<file path="src/rtl/config_bus_master_pkg.sv">
// Shared config BRAM word map, bit indices and FSM state encodings.
// Both the CPU-side master and the FPGA-side config logic import this.
package config_bus_master_pkg;

    localparam int BRAM_SEL_W  = 4;
    localparam int BRAM_ADDR_W = 8;
    localparam int WORD_W      = 16;

    localparam logic [BRAM_SEL_W-1:0] BRAM_CONFIG_SELECT = 4'd1;

    localparam logic [5:0] CTRL_FLAG         = 6'h00;
    localparam logic [5:0] FPGA_INFO         = 6'h01;
    localparam logic [5:0] SEQ_CYCLE         = 6'h02;
    localparam logic [5:0] SEQ_DIV           = 6'h03;
    localparam logic [5:0] WAVELENGTH        = 6'h08;
    localparam logic [5:0] SEQ_SYNC_TIME_0   = 6'h09;
    localparam logic [5:0] SEQ_SYNC_TIME_1   = 6'h0A;
    localparam logic [5:0] SEQ_SYNC_TIME_2   = 6'h0B;
    localparam logic [5:0] SEQ_SYNC_TIME_3   = 6'h0C;
    localparam logic [5:0] MOD_CYCLE         = 6'h0D;
    localparam logic [5:0] MOD_DIV           = 6'h0E;
    localparam logic [5:0] MOD_SYNC_TIME_0   = 6'h0F;
    localparam logic [5:0] MOD_SYNC_TIME_1   = 6'h10;
    localparam logic [5:0] MOD_SYNC_TIME_2   = 6'h11;
    localparam logic [5:0] MOD_SYNC_TIME_3   = 6'h12;
    localparam logic [5:0] CLK_INIT_FLAG     = 6'h13;

    localparam int CTRL_MOD_EN_BIT = 0;
    localparam int CTRL_SEQ_EN_BIT = 1;
    localparam int INIT_MOD_BIT    = 0;
    localparam int INIT_SEQ_BIT    = 1;

    typedef logic [3:0] state_t;
    localparam state_t S_IDLE      = 4'd0;
    localparam state_t S_WRITE     = 4'd1;
    localparam state_t S_SET_INIT  = 4'd2;
    localparam state_t S_POLL_WAIT = 4'd3;
    localparam state_t S_POLL_RD   = 4'd4;
    localparam state_t S_POLL_SMP  = 4'd5;
    localparam state_t S_RD_ISSUE  = 4'd6;
    localparam state_t S_RD_WAIT   = 4'd7;
    localparam state_t S_RESPOND   = 4'd8;

endpackage

</file>
<file path="src/rtl/cpu_bus_if.sv">
// CPU-side BRAM access bus shared by all BRAM initiators/targets.
interface cpu_bus_if;
    import config_bus_master_pkg::*;

    logic                   BUS_CLK;
    logic                   EN;
    logic                   WE;
    logic [BRAM_SEL_W-1:0]  BRAM_SELECT;
    logic [BRAM_ADDR_W-1:0] BRAM_ADDR;
    logic [WORD_W-1:0]      DATA_IN;

    modport master_port (output BUS_CLK, EN, WE, BRAM_SELECT, BRAM_ADDR, DATA_IN);
    modport slave_port  (input  BUS_CLK, EN, WE, BRAM_SELECT, BRAM_ADDR, DATA_IN);
endinterface

</file>
<file path="src/rtl/config_bus_master.sv">
// Command-to-CPU-bus initiator for the config BRAM: burst word writes/reads,
// plus the clock-init flag handshake (set, then poll until cleared).
module config_bus_master
    import config_bus_master_pkg::*;
#(
    parameter int RD_LATENCY    = 2,
    parameter int POLL_INTERVAL = 8,
    parameter int POLL_TIMEOUT  = 64
) (
    input  logic        CLK,
    input  logic        RST_N,
    input  logic        CMD_VALID,
    output logic        CMD_READY,
    input  logic        CMD_WRITE,
    input  logic [5:0]  CMD_ADDR,
    input  logic [1:0]  CMD_LEN,
    input  logic [63:0] CMD_DATA,
    input  logic [1:0]  CMD_INIT,
    output logic        RSP_VALID,
    output logic [63:0] RSP_DATA,
    output logic        RSP_ERR,
    cpu_bus_if.master_port CPU_BUS,
    input  logic [15:0] CPU_DATA_IN
);

    localparam int TW = $clog2(POLL_INTERVAL + RD_LATENCY + 1);
    localparam int PW = $clog2(POLL_TIMEOUT + 1);

    state_t         state;
    logic           ready_en;
    logic [5:0]     addr_q;
    logic [1:0]     len_q;
    logic [63:0]    data_q;
    logic [1:0]     init_q;
    logic [1:0]     idx;
    logic [TW-1:0]  tmr;
    logic [PW-1:0]  polls;
    logic [PW-1:0]  polls_nxt;
    logic [5:0]     word_addr;

    assign polls_nxt = polls + 1'b1;
    assign word_addr = addr_q + {4'b0000, idx};

    // ready_en keeps READY low during reset and through the release cycle
    assign CMD_READY = (state == S_IDLE) && ready_en;
    assign RSP_VALID = (state == S_RESPOND);

    always_ff @(posedge CLK or negedge RST_N) begin
        if (!RST_N) begin
            state    <= S_IDLE;
            ready_en <= 1'b0;
            addr_q   <= '0;
            len_q    <= '0;
            data_q   <= '0;
            init_q   <= '0;
            idx      <= '0;
            tmr      <= '0;
            polls    <= '0;
            RSP_DATA <= '0;
            RSP_ERR  <= 1'b0;
        end else begin
            ready_en <= 1'b1;
            case (state)
                S_IDLE: if (CMD_VALID && CMD_READY) begin
                    addr_q   <= CMD_ADDR;
                    len_q    <= CMD_LEN;
                    data_q   <= CMD_DATA;
                    init_q   <= CMD_WRITE ? CMD_INIT : 2'b00;
                    idx      <= '0;
                    RSP_DATA <= '0;
                    RSP_ERR  <= 1'b0;
                    state    <= CMD_WRITE ? S_WRITE : S_RD_ISSUE;
                end
                S_WRITE: begin
                    if (idx == len_q)
                        state <= (init_q != 2'b00) ? S_SET_INIT : S_RESPOND;
                    else
                        idx <= idx + 1'b1;
                end
                S_SET_INIT: begin
                    polls <= '0;
                    tmr   <= '0;
                    state <= S_POLL_WAIT;
                end
                S_POLL_WAIT: begin
                    if (tmr == TW'(POLL_INTERVAL - 1)) begin
                        tmr   <= '0;
                        state <= S_POLL_RD;
                    end else begin
                        tmr <= tmr + 1'b1;
                    end
                end
                S_POLL_RD: begin
                    tmr   <= TW'(1);
                    state <= S_POLL_SMP;
                end
                S_POLL_SMP: begin
                    if (tmr == TW'(RD_LATENCY)) begin
                        polls <= polls_nxt;
                        tmr   <= '0;
                        if ((CPU_DATA_IN[1:0] & init_q) == 2'b00) begin
                            state <= S_RESPOND;
                        end else if (polls_nxt == PW'(POLL_TIMEOUT)) begin
                            RSP_ERR <= 1'b1;
                            state   <= S_RESPOND;
                        end else begin
                            state <= S_POLL_WAIT;
                        end
                    end else begin
                        tmr <= tmr + 1'b1;
                    end
                end
                S_RD_ISSUE: begin
                    tmr   <= TW'(1);
                    state <= S_RD_WAIT;
                end
                S_RD_WAIT: begin
                    if (tmr == TW'(RD_LATENCY)) begin
                        RSP_DATA[{idx, 4'b0000} +: 16] <= CPU_DATA_IN;
                        if (idx == len_q) begin
                            state <= S_RESPOND;
                        end else begin
                            idx   <= idx + 1'b1;
                            state <= S_RD_ISSUE;
                        end
                    end else begin
                        tmr <= tmr + 1'b1;
                    end
                end
                S_RESPOND: state <= S_IDLE;
                default:   state <= S_IDLE;
            endcase
        end
    end

    // Bus is decoded straight from state so reset releases it asynchronously
    assign CPU_BUS.BUS_CLK     = CLK;
    assign CPU_BUS.BRAM_SELECT = BRAM_CONFIG_SELECT;

    always_comb begin
        CPU_BUS.EN        = 1'b0;
        CPU_BUS.WE        = 1'b0;
        CPU_BUS.BRAM_ADDR = '0;
        CPU_BUS.DATA_IN   = '0;
        case (state)
            S_WRITE: begin
                CPU_BUS.EN        = 1'b1;
                CPU_BUS.WE        = 1'b1;
                CPU_BUS.BRAM_ADDR = {2'b00, word_addr};
                CPU_BUS.DATA_IN   = data_q[{idx, 4'b0000} +: 16];
            end
            S_SET_INIT: begin
                CPU_BUS.EN        = 1'b1;
                CPU_BUS.WE        = 1'b1;
                CPU_BUS.BRAM_ADDR = {2'b00, CLK_INIT_FLAG};
                CPU_BUS.DATA_IN   = {14'd0, init_q};
            end
            S_POLL_RD: begin
                CPU_BUS.EN        = 1'b1;
                CPU_BUS.BRAM_ADDR = {2'b00, CLK_INIT_FLAG};
            end
            S_RD_ISSUE: begin
                CPU_BUS.EN        = 1'b1;
                CPU_BUS.BRAM_ADDR = {2'b00, word_addr};
            end
            default: ;
        endcase
    end

endmodule

</file>
<file path="src/flat_wrapper.sv">
// flat-port wrapper written by rule: the top's interface ports become plain ports
module config_bus_master_flat import config_bus_master_pkg::*;
#(
    parameter int RD_LATENCY    = 2,
    parameter int POLL_INTERVAL = 8,
    parameter int POLL_TIMEOUT  = 64
)
  (CLK, RST_N, CMD_VALID, CMD_READY, CMD_WRITE, CMD_ADDR, CMD_LEN, CMD_DATA, CMD_INIT, RSP_VALID, RSP_DATA, RSP_ERR, CPU_DATA_IN, CPU_BUS_BUS_CLK, CPU_BUS_EN, CPU_BUS_WE, CPU_BUS_BRAM_SELECT, CPU_BUS_BRAM_ADDR, CPU_BUS_DATA_IN);
  cpu_bus_if CPU_BUS_i ();
  input  logic CLK;
  input  logic RST_N;
  input  logic CMD_VALID;
  output logic CMD_READY;
  input  logic CMD_WRITE;
  input  logic [5:0] CMD_ADDR;
  input  logic [1:0] CMD_LEN;
  input  logic [63:0] CMD_DATA;
  input  logic [1:0] CMD_INIT;
  output logic RSP_VALID;
  output logic [63:0] RSP_DATA;
  output logic RSP_ERR;
  input  logic [15:0] CPU_DATA_IN;
  output wire logic [$bits(CPU_BUS_i.BUS_CLK)-1:0] CPU_BUS_BUS_CLK;
  output wire logic [$bits(CPU_BUS_i.EN)-1:0] CPU_BUS_EN;
  output wire logic [$bits(CPU_BUS_i.WE)-1:0] CPU_BUS_WE;
  output wire logic [$bits(CPU_BUS_i.BRAM_SELECT)-1:0] CPU_BUS_BRAM_SELECT;
  output wire logic [$bits(CPU_BUS_i.BRAM_ADDR)-1:0] CPU_BUS_BRAM_ADDR;
  output wire logic [$bits(CPU_BUS_i.DATA_IN)-1:0] CPU_BUS_DATA_IN;
  assign CPU_BUS_BUS_CLK = CPU_BUS_i.BUS_CLK;
  assign CPU_BUS_EN = CPU_BUS_i.EN;
  assign CPU_BUS_WE = CPU_BUS_i.WE;
  assign CPU_BUS_BRAM_SELECT = CPU_BUS_i.BRAM_SELECT;
  assign CPU_BUS_BRAM_ADDR = CPU_BUS_i.BRAM_ADDR;
  assign CPU_BUS_DATA_IN = CPU_BUS_i.DATA_IN;
  config_bus_master #(.RD_LATENCY(RD_LATENCY), .POLL_INTERVAL(POLL_INTERVAL), .POLL_TIMEOUT(POLL_TIMEOUT)) u_core (.CLK(CLK), .RST_N(RST_N), .CMD_VALID(CMD_VALID), .CMD_READY(CMD_READY), .CMD_WRITE(CMD_WRITE), .CMD_ADDR(CMD_ADDR), .CMD_LEN(CMD_LEN), .CMD_DATA(CMD_DATA), .CMD_INIT(CMD_INIT), .RSP_VALID(RSP_VALID), .RSP_DATA(RSP_DATA), .RSP_ERR(RSP_ERR), .CPU_BUS(CPU_BUS_i), .CPU_DATA_IN(CPU_DATA_IN));
endmodule
</file>
<file path="config.mk">
export PLATFORM = sky130hd
export DESIGN_NAME = config_bus_master_flat
export DESIGN_NICKNAME = d
export VERILOG_FILES = /design/src/rtl/config_bus_master_pkg.sv /design/src/rtl/cpu_bus_if.sv /design/src/rtl/config_bus_master.sv /design/src/flat_wrapper.sv
export SDC_FILE = /design/constraint.sdc
export NUM_CORES = 1
export LEC_CHECK = 0
export BUFFER_PORTS_ARGS = -buffer_cell sky130_fd_sc_hd__buf_2
export CAP_MARGIN = 20
export CORE_UTILIZATION = 45
export CTS_CLUSTER_DIAMETER = 80
export DETAILED_ROUTE_END_ITERATION = 8
export PLACE_DENSITY_LB_ADDON = 0.3
export SLEW_MARGIN = 5
export SYNTH_ARGS = -nofsm -noshare
export SYNTH_HDL_FRONTEND = slang
export SYNTH_SLANG_ARGS = --single-unit
</file>
<file path="constraint.sdc">
create_clock -name CLK -period 7.7 [get_ports CLK]
set_input_delay 1.155 -clock CLK [delete_from_list [all_inputs] [get_ports CLK]]
set_output_delay 1.155 -clock CLK [all_outputs]
set_load 0.05 [all_outputs]
</file>
# ---- Yosys cells after proc, flatten, opt, wreduce, memory -nomap -nowiden
# Index checks and enable logic that the tools add are counted.
dict set report classes {
  add_sub_neg 5
  n_eq_ne 20
  shifts 3
  n_mux 35
  bitwise 1
  reduce_logical 22
}
# cell count
set ops {}
lappend ops {{$mux W64} 2}
lappend ops {{$pmux W64 S2} 1}
lappend ops {{$bwmux W64} 1}
lappend ops {{$shift A16 B8 Y64 const A} 1}
lappend ops {{$shiftx A16 B8 Y64} 1}
lappend ops {{$shiftx A64 B7 Y16} 1}
lappend ops {{$mux W4} 12}
lappend ops {{$pmux W16 S2} 1}
lappend ops {{$pmux W4 S8} 1}
lappend ops {{$eq A4 B3 Y1 const B} 5}
lappend ops {{$pmux W4 S5} 1}
lappend ops {{$pmux W7 S2} 1}
lappend ops {{$eq A4 B2 Y1 const B} 3}
lappend ops {{$pmux W6 S2} 1}
lappend ops {{$ne A2 B1 Y1 const B} 5}
lappend ops {{$reduce_and A5 Y1} 2}
lappend ops {{$mux W2} 4}
lappend ops {{$neg A6 Y8} 1}
lappend ops {{$reduce_bool A2 Y1} 4}
lappend ops {{$reduce_or A2 Y1} 4}
lappend ops {{$add A7 B1 Y7 const B} 1}
lappend ops {{$eq A7 B7 Y1 const B} 1}
lappend ops {{$mux W7} 1}
lappend ops {{$add A6 B2 Y6} 1}
lappend ops {{19 further kinds} 30}
dict set report totals {
  register_bits 157
  input_bits 94
  out_inout_bits 98
  elab_cells 97
}

# ---- Logic depth before layout (Yosys ltp)
# Gate-level depths: netlist of run 1.
dict set report logic_depth {
  ltp_word 6
  depth_mapped 10
  depth_no_buf 8
}

==> results of run 1 <==
==> cell type report <==
type,count,area (sq um)
fill,1378,6890
sequential,157,3930
multi-input combinational,447,3240
timing repair buffer,189,972
clock buffer,23,533
tap,216,270
clock inverter,13,176
inverter,13,48.8
antenna,1,2.50
==> Yosys cell counts, types with 3 or more instances <==
library cell  number
and2_1            18
a22o_1            16
nand2b_1           3
nor2_1            19
mux2_2            71
buf_4             14
inv_1             13
nor2b_1            4
xor2_1             6
a21o_1             3
a21oi_1           10
nand3b_1           3
mux4_2            16
dfrtp_1          157
nand2_1          126
a21oi_2            4
buf_2             14
nand3_1           11
o21ai_0           66
nor3_1             3
o21ai_1            4
and3_1             4
ha_1               9
clkbuf_1          11
buf_6              4
==> power by group through the flow <==
stage	Sequential [W]	Clock, W	Combinational, W
5_1_grt	0.00131	0.00105	0.00127
3_5_place_dp	0.00129	0.0000248	0.00117
3_3_place_gp	0.00128	0.0000248	0.00115
2_1_floorplan	0.00123	0.0000280	0.000948
4_1_cts	0.00128	0.00102	0.00118
6_report	0.00127	0.000997	0.00117
==> final timing paths <==
check / cells past startpoint / end
max: 3 / CPU_BUS_BUS_CLK
min: 2 / u_core.RSP_DATA[50]
max reg2reg: 6 / u_core.RSP_DATA[41]
min reg2reg: 2 / u_core.RSP_DATA[50]
max in group asynchronous: 2 / u_core.idx[0]
min in group asynchronous: 1 / u_core.RSP_DATA[40]
==> layer usage <==
metal,global-route usage [%],vias up,part of all wire (%)
li1,-,2652,-
met1,29.1,2707,46
met2,31.3,164,44
met3,8.39,23,7.8
met4,7.10,2,1.7
met5,0,-,0.059
==> cells by family after synthesis <==
| family | Yosys count | share of synthesized area (%) |
|---|---|---|
| buffers and inverters | 57 | 4.21 |
| AOI/OAI and AO/OA | 125 | 10.6 |
| xor gates and xnor gates | 8 | 0.940 |
| other | 2 | 0.101 |
| adders and majority gates | 10 | 1.78 |
| and+or+nand+nor | 208 | 13.8 |
| muxes | 89 | 15.8 |
| DFF | 157 | 52.7 |
==> worst max-delay path: stages <==
cell       delay [ps]
clkbuf_16         120
clkbuf_16         130
buf_2             200
==> metrics by stage <==
step | setup WS (ps) | hold WS (ps) | utilization [%] | cells
4_1_cts | 2240 | 479 | 57.0 | 1056
5_1_grt | 2230 | 508 | 57.1 | 1058
3_3_place_gp | 2510 | 456 | 52.5 | 1020
2_1_floorplan | 2530 | 468 | - | 661
6_report | 2250 | 471 | 57.1 | 1059
3_5_place_dp | 2510 | 465 | 52.6 | 1021
==> sequential cells by signal, indices dropped and copies added, names as in the netlist, 2 cells and up <==
register	count
u_core.RSP_DATA	64
u_core.data_q	64
u_core.polls	7
u_core.addr_q	6
u_core.state	4
u_core.tmr	4
u_core.idx	2
u_core.init_q	2
u_core.len_q	2
==> placed cells by master (no fill, tap or decap), drive strengths merged, types with 6 or more instances in the layout <==
cell and instances:
conb 7, inv 19, a22o 16, xor2 6, dfrtp 157, nand3 11, and2 18, mux4 16
o21ai 70, buf 190, a21oi 14, nor2 21, mux2 71, clkbuf 22, ha 9, nand2 126
==> impl_metrics.toml, run 1 <==
[synth]
syn-cell-area_sq_mm = 0.00746
synth_edf_count = 0
synth_top_area_share_pct = 52.7
synthCells = 656
synth_cell_types = 61
syn_avg_cell_area_sq_um = 11.4
async_flop_share_pct = 100
yosysTopAreaCell = "dfrtp_1"
synth.area.top_cells = "dfrtp_1 (53%), mux2_2 (11%), nand2_1 (6.3%)"
ys_ff_latch = 157
yosysSeqAreaShare_pct = 52.7
ys_warn_count = 0
yosys_most_used_dff = "dfrtp_1"

[pwr]
power_w = 0.00344
intPower_w = 0.00216
seqPwrFrac_pct = 37.0
p_clk_share_pct = 29.0
cellLeakagePower_nw = 4.37
p_comb_share_pct = 34.0
powerDensity_mw_per_mm2 = 375
switching_share_pct = 37.1
peakVddDrop_uv = 194
switchingPower_w = 0.00128

[worst_setup_path]
worstPathRequired_ps = 6550
reg2reg_slack_ps = 4740
r2r_start = "u_core.state[1]"
crit_path_max_fanout = 2
critPathKind = "clock port to primary output"
startpoint = "CLK"
crit_arrival_ps = 4300
cp-end-kind = "primary output"
startpoint_type = "clock port"

[floorplan]
die_area_sq_mm = 0.0171
die_h_um = 131
initial_core_util_pct = 46.4
dieWidth_um = 131
rows = 46
ioPinCount = 192
coreArea_sq_mm = 0.0161

[detailed_routing]
drtIter0Drc = 296
drc = 0
finalWirelength_um = 17100
postRouteAntennaNets = 0
num_vias = 5548
first_pass_iters = 4
vias_per_cell = 5.24
wl_per_cell_um = 16.1

[worst_hold_path]
hp-start = "u_core.RSP_DATA[50]"
worst_hold_path_type = "register to register"

[placement]
io_buffers = 185
dpl-instance-area_sq_mm = 0.00845
gp_congestion = 0.862
dp_hpwl_um = 12000

[cts]
clkLatencyLatePin_ps = 540
tritoncts = "built"
cts_repair_resize_count = 0
cts.reportedPaths.clkPinSlew_ps = 60
cts_setup_buffers = 0
ctsHoldBuffers = 0

[layout]
area_delta_synth_final_pct = 23.0
nets = 933
final_area_sq_mm = 0.00917
drive_gt1_share_pct = 39.0

[sta]
tns_ps = 0
slew_viol_final = 0
setup_viol = 0
finClkSkew_ps = 9.51
hold_viol_final = 0
rsz0062_at_grt = "no"
worst_slew_pin_slew_ps = 1060
relSlewSlack_pct = 29.5

[global_routing]
antenna_found_initial = 3
gr-total-overflow = 0
grt_max_degree = 93
groute.usage.overall_pct = 21.4
grt_pass1_wl_um = 27700
grt_pass1_vias = 5456

[outcome]
status = "completed"

[job]
drv_cap = 0
(Power assumes the default switching activity.)
==> run 2: changes to the inputs <==
Clock period 7.7 ns to 5 ns, I/O delays scaled along.
==> impl_metrics.toml, run 2 (same netlist as run 1, synthesis figures left out) <==
[placement]
pre_cts_ws_ps = 1560
dp_hpwl_um = 12200
io_buffers = 185
placed_cells = 1023
gp_congestion = 0.841

[worst_setup_path]
critical_path.slowest_cell = "dfrtp_2"
cp-end-kind = "primary output"
crit_path_max_fanout = 23
critical_path_buf_inv_count = 2
worstPathRequired_ps = 4250
reg2reg_slack_ps = 2160
startpoint_type = "register"
crit_chain = "ha_1 > inv_1 > fa_1 > nand3b_1 > xor2_1 > nand2_1 > a21oi_1 > o32ai_1 > buf_2"
crit_arrival_ps = 3140
rr_endpoint = "u_core.data_q[14]"
crit_family = "flip-flops"
critPathKind = "register to primary output"
rr_worst_depth = 4
r2r_start = "u_core.state[1]"
critical_path.max_stage_delay_ps = 850

[sta]
setup_viol = 0
rsz0062_at_grt = "no"
worst_slew_pin_slew_ps = 819
period_needed_ps = 3890
slew_viol_final = 0
setup_ws_ps = 1110
clock.fmax_mhz = 257
tns_ps = 0
fin_crit_sh_pct = 77.8
finClkSkew_ps = 11.2
hold_viol_final = 0
relSlewSlack_pct = 45.0

[global_routing]
gr-total-overflow = 0
grt_max_degree = 86
grt_pass1_vias = 5378
antenna_found_initial = 2
grt_pass1_wl_um = 27800
groute.usage.overall_pct = 21.6

[cts]
cts_setup_buffers = 0
clkLatencyLatePin_ps = 530
tritoncts = "built"
cts.reportedPaths.clkPinSlew_ps = 60
cts_repair_resize_count = 0
ctsHoldBuffers = 0

[floorplan]
die_h_um = 131
rows = 46
ioPinCount = 192
die_area_sq_mm = 0.0171
initial_core_util_pct = 46.4
coreArea_sq_mm = 0.0161
dieWidth_um = 131

[detailed_routing]
drtIter0Drc = 340
drc = 0
wl_per_cell_um = 16.5
first_pass_iters = 5
postRouteAntennaNets = 0
finalWirelength_um = 17400
vias_per_cell = 5.25
num_vias = 5570

[pwr]
p_comb_share_pct = 35.2
switchingPower_w = 0.00194
switching_share_pct = 37.0
powerDensity_mw_per_mm2 = 572
seqPwrFrac_pct = 36.9
p_clk_share_pct = 27.9
cellLeakagePower_nw = 4.37
peakVddDrop_uv = 359
intPower_w = 0.00330

[layout]
final_cell_mix = "buf_2 (184), dfrtp_1 (156), nand2_1 (126)"
area_delta_synth_final_pct = 22.8
nets = 936
instances_no_fill = 1060
drive_gt1_share_pct = 38.9
reg.largest.list = "u_core.RSP_DATA: 64 flops, u_core.data_q: 64 flops, u_core.polls: 7 flops"
final_common_cell = "buf_2"

[job]
drv_cap = 0

[outcome]
status = "completed"

[worst_hold_path]
worst_hold_path_type = "input pin to async pin"
-- run 2: cell count changes in the layout (fill, tap and decap cells not counted) --
cell,change
clkbuf_8,-1
clkbuf_1,+1
clkinv_2,+4
inv_6,-4
clkinvlp_4,-1
buf_6,+1
inv_8,-1
buf_4,+2
-- run 2: layout make-up --
type                            count  area [sq um]
Antenna cell                        1          2.50
Clock inverter                     11           143
Inverter                           13          48.8
Sequential cell                   157          3930
Tap cell                          216           270
Fill cell                        1419          6900
Timing Repair Buffer              192           998
Clock buffer                       23           523
Multi-Input combinational cell    447          3240
-- run 2: stage by stage --
stage / instance area (sq um) / hold WS [ps] / utilization (%) / power, W
finish: 9150 / 248 / 57.0 / 0.00523
CTS: 9120 / 295 / 56.8 / 0.00526
floorplan: 7480 / 454 / - / 0.00339
global placement: 8450 / 455 / 52.6 / 0.00377
detailed placement: 8460 / 466 / 52.7 / 0.00383
global route: 9150 / 308 / 57.0 / 0.00553
-- run 2: how the worst max path moves through the flow --
stage | from | to | slack (ps) | depth (start not counted)
detailed placement | CLK | CPU_BUS_BUS_CLK | 1560 | 1
floorplan | u_core.idx[1] | CPU_BUS_BRAM_ADDR[4] | 910 | 9
CTS | u_core.idx[0] | CPU_BUS_BRAM_ADDR[4] | 1010 | 9
global route | u_core.idx[0] | CPU_BUS_BRAM_ADDR[4] | 830 | 9
finish | u_core.idx[0] | CPU_BUS_BRAM_ADDR[4] | 1110 | 9
global placement | CLK | CPU_BUS_BUS_CLK | 1560 | 1
-- run 2: per-layer routing --
metal  wire, um  GRT usage, %  vias to the layer above  share of wire [%]
met5         10             0                        -              0.057
met4        347          8.72                        2                2.0
met3       1410          7.41                       34                8.1
met2       7910          32.2                      196                 45
met1       7770          28.8                     2688                 45
li1           -             -                     2650                  -
-- run 2: power groups by stage --
stage	logic, W	registers, W	clock network, W
after floorplan	0.00146	0.00189	0.0000431
after global placement	0.00180	0.00193	0.0000382
after detailed placement	0.00183	0.00195	0.0000382
after CTS	0.00185	0.00193	0.00148
after global routing	0.00200	0.00199	0.00154
final	0.00184	0.00193	0.00146
==> run 3: changes to the inputs <==
Settings changed: ABC_AREA set to 1.
Clock period 5 ns to 3.2 ns, I/O delays scaled along.
==> impl_metrics.toml, run 3 <==
[sta]
relSlewSlack_pct = 33.0
slew_viol_final = 0
rsz0062_at_grt = "no"
setup_viol = 0
finClkSkew_ps = 10.2
fin_crit_sh_pct = 91.4
clock.fmax_mhz = 342
hold_viol_final = 0
tns_ps = 0
period_needed_ps = 2930
worst_slew_pin_slew_ps = 1000

[layout]
drive_gt1_share_pct = 24.6
reg.largest.list = "u_core.RSP_DATA: 64 flops, u_core.data_q: 64 flops, u_core.polls: 7 flops"
final_cell_mix = "nand2_1 (330), buf_2 (184), dfrtp_1 (157)"
n_antenna_cell = 0
nets = 1179
area_delta_synth_final_pct = 23.3
final_common_cell = "nand2_1"
instances_no_fill = 1304

[global_routing]
grt_max_degree = 85
grt_pass1_wl_um = 32300
antenna_found_initial = 0
grt_pass1_vias = 6391
gr-total-overflow = 0
groute.usage.overall_pct = 23.8

[pwr]
intPower_w = 0.00467
switchingPower_w = 0.00339
switching_share_pct = 42.1
p_comb_share_pct = 36.9
p_clk_share_pct = 28.4
seqPwrFrac_pct = 34.7
cellLeakagePower_nw = 4.94
powerDensity_mw_per_mm2 = 869
peakVddDrop_uv = 846

[floorplan]
initial_core_util_pct = 46.7
die_area_sq_mm = 0.0172
die_h_um = 131
dieWidth_um = 131
ioPinCount = 192
coreArea_sq_mm = 0.0161
rows = 46

[placement]
placed_cells = 1268
dp_hpwl_um = 13600
io_buffers = 185
gp_congestion = 0.840

[synth]
yosys.cell_count.top_type = "nand2_1"
async_flop_share_pct = 100
synth_top_area_share_pct = 52.2
synth_commonest_cells = "nand2_1 (330), dfrtp_1 (157), nor2_1 (72)"
yosys_most_used_dff = "dfrtp_1"
ys_warn_count = 0
syn-cell-area_sq_mm = 0.00753
ys_ff_latch = 157
synth.area.top_cells = "dfrtp_1 (52%), nand2_1 (16%), o21ai_0 (4.4%)"
synth_edf_count = 0
synth_cell_types = 44
syn_avg_cell_area_sq_um = 8.33
synthCells = 904
yosysSeqAreaShare_pct = 52.2
yosysTopAreaCell = "dfrtp_1"

[detailed_routing]
vias_per_cell = 5.07
drtIter0Drc = 462
first_pass_iters = 5
finalWirelength_um = 19300
drc = 0
num_vias = 6609
postRouteAntennaNets = 0
wl_per_cell_um = 14.8

[outcome]
status = "completed"

[worst_hold_path]
worst_hold_path_type = "input pin to register"

[cts]
clkLatencyLatePin_ps = 540
tritoncts = "built"
cts.reportedPaths.clkPinSlew_ps = 60
cts_repair_resize_count = 0

[job]
drv_cap = 0

[worst_setup_path]
critPathKind = "register to primary output"
crit_path_max_fanout = 19
startpoint_type = "register"
cp-end-kind = "primary output"
worstPathRequired_ps = 2720
crit_arrival_ps = 2450
run 3: cell families after synthesis:
logic type                 share of synthesized area [%]
buffers and inverters                               6.40
and+or+nand+nor                                     25.3
AOI/OAI and AO/OA                                   13.6
other                                             0.0998
adders and majority gates                           1.76
DFF                                                 52.2
xor gates and xnor gates                           0.582
run 3: power groups by stage:
stage	Sequential (W)	Combinational, W	Clock (W)
6_report	0.00280	0.00298	0.00229
5_1_grt	0.00285	0.00332	0.00242
4_1_cts	0.00279	0.00299	0.00233
3_5_place_dp	0.00282	0.00297	0.0000596
3_3_place_gp	0.00281	0.00293	0.0000596
2_1_floorplan	0.00278	0.00222	0.0000674
run 3: layer usage:
| metal | global-route usage, % | part of all wire [%] | vias to the layer above |
|---|---|---|---|
| li1 | - | - | 3259 |
| met1 | 33.2 | 47 | 3081 |
| met2 | 36.1 | 45 | 243 |
| met3 | 4.59 | 6.1 | 26 |
| met4 | 10.3 | 1.9 | 0 |
| met5 | 0 | 0 | - |
run 3: cell type report:
cell class | count | area [sq um]
inverters | 56 | 213
flip-flops and latches | 157 | 3930
clock buffers | 24 | 527
fillers | 1519 | 6840
clock inverters | 12 | 150
repair buffers | 196 | 1040
well taps | 216 | 270
multi-input cells | 643 | 3150
run 3: worst paths after layout:
check	start	end	slack [ps]	cells after the start
setup / recovery	u_core.state[2]	CPU_BUS_BRAM_ADDR[3]	270	6
hold / removal	CMD_DATA[37]	u_core.data_q[37]	130	3
setup reg to reg	u_core.idx[0]	u_core.RSP_DATA[0]	800	5
hold reg to reg	u_core.data_q[60]	u_core.data_q[60]	470	2
max in group asynchronous	RST_N	u_core.RSP_DATA[17]	1810	3
min in group asynchronous	RST_N	u_core.addr_q[4]	500	2
run 3: per-stage QoR:
step | worst slack (ps) | utilization (%) | cell area (sq um) | hold slack, ps | power, W
3_5_place_dp | 838 | 53.4 | 8600 | 460 | 0.00585
3_3_place_gp | 880 | 53.4 | 8600 | 457 | 0.00580
4_1_cts | 260 | 57.6 | 9280 | 116 | 0.00811
2_1_floorplan | 142 | - | 7540 | 184 | 0.00507
5_1_grt | 85.3 | 57.6 | 9280 | 114 | 0.00860
6_report | 274 | 57.6 | 9280 | 133 | 0.00807
run 3: worst max-delay path, cell delays in order, from the launching register on:
cell	delay [ps]
dfrtp_1	430
nor2_2	200
nand3_2	410
nand2_1	280
inv_1	110
nor3b_1	190
buf_2	280
run 3: repair_timing:
item,4_1_cts,5_1_grt
hold buffers,1,0
endpoints found under the hold margin,59,0
buffers inserted,0,0
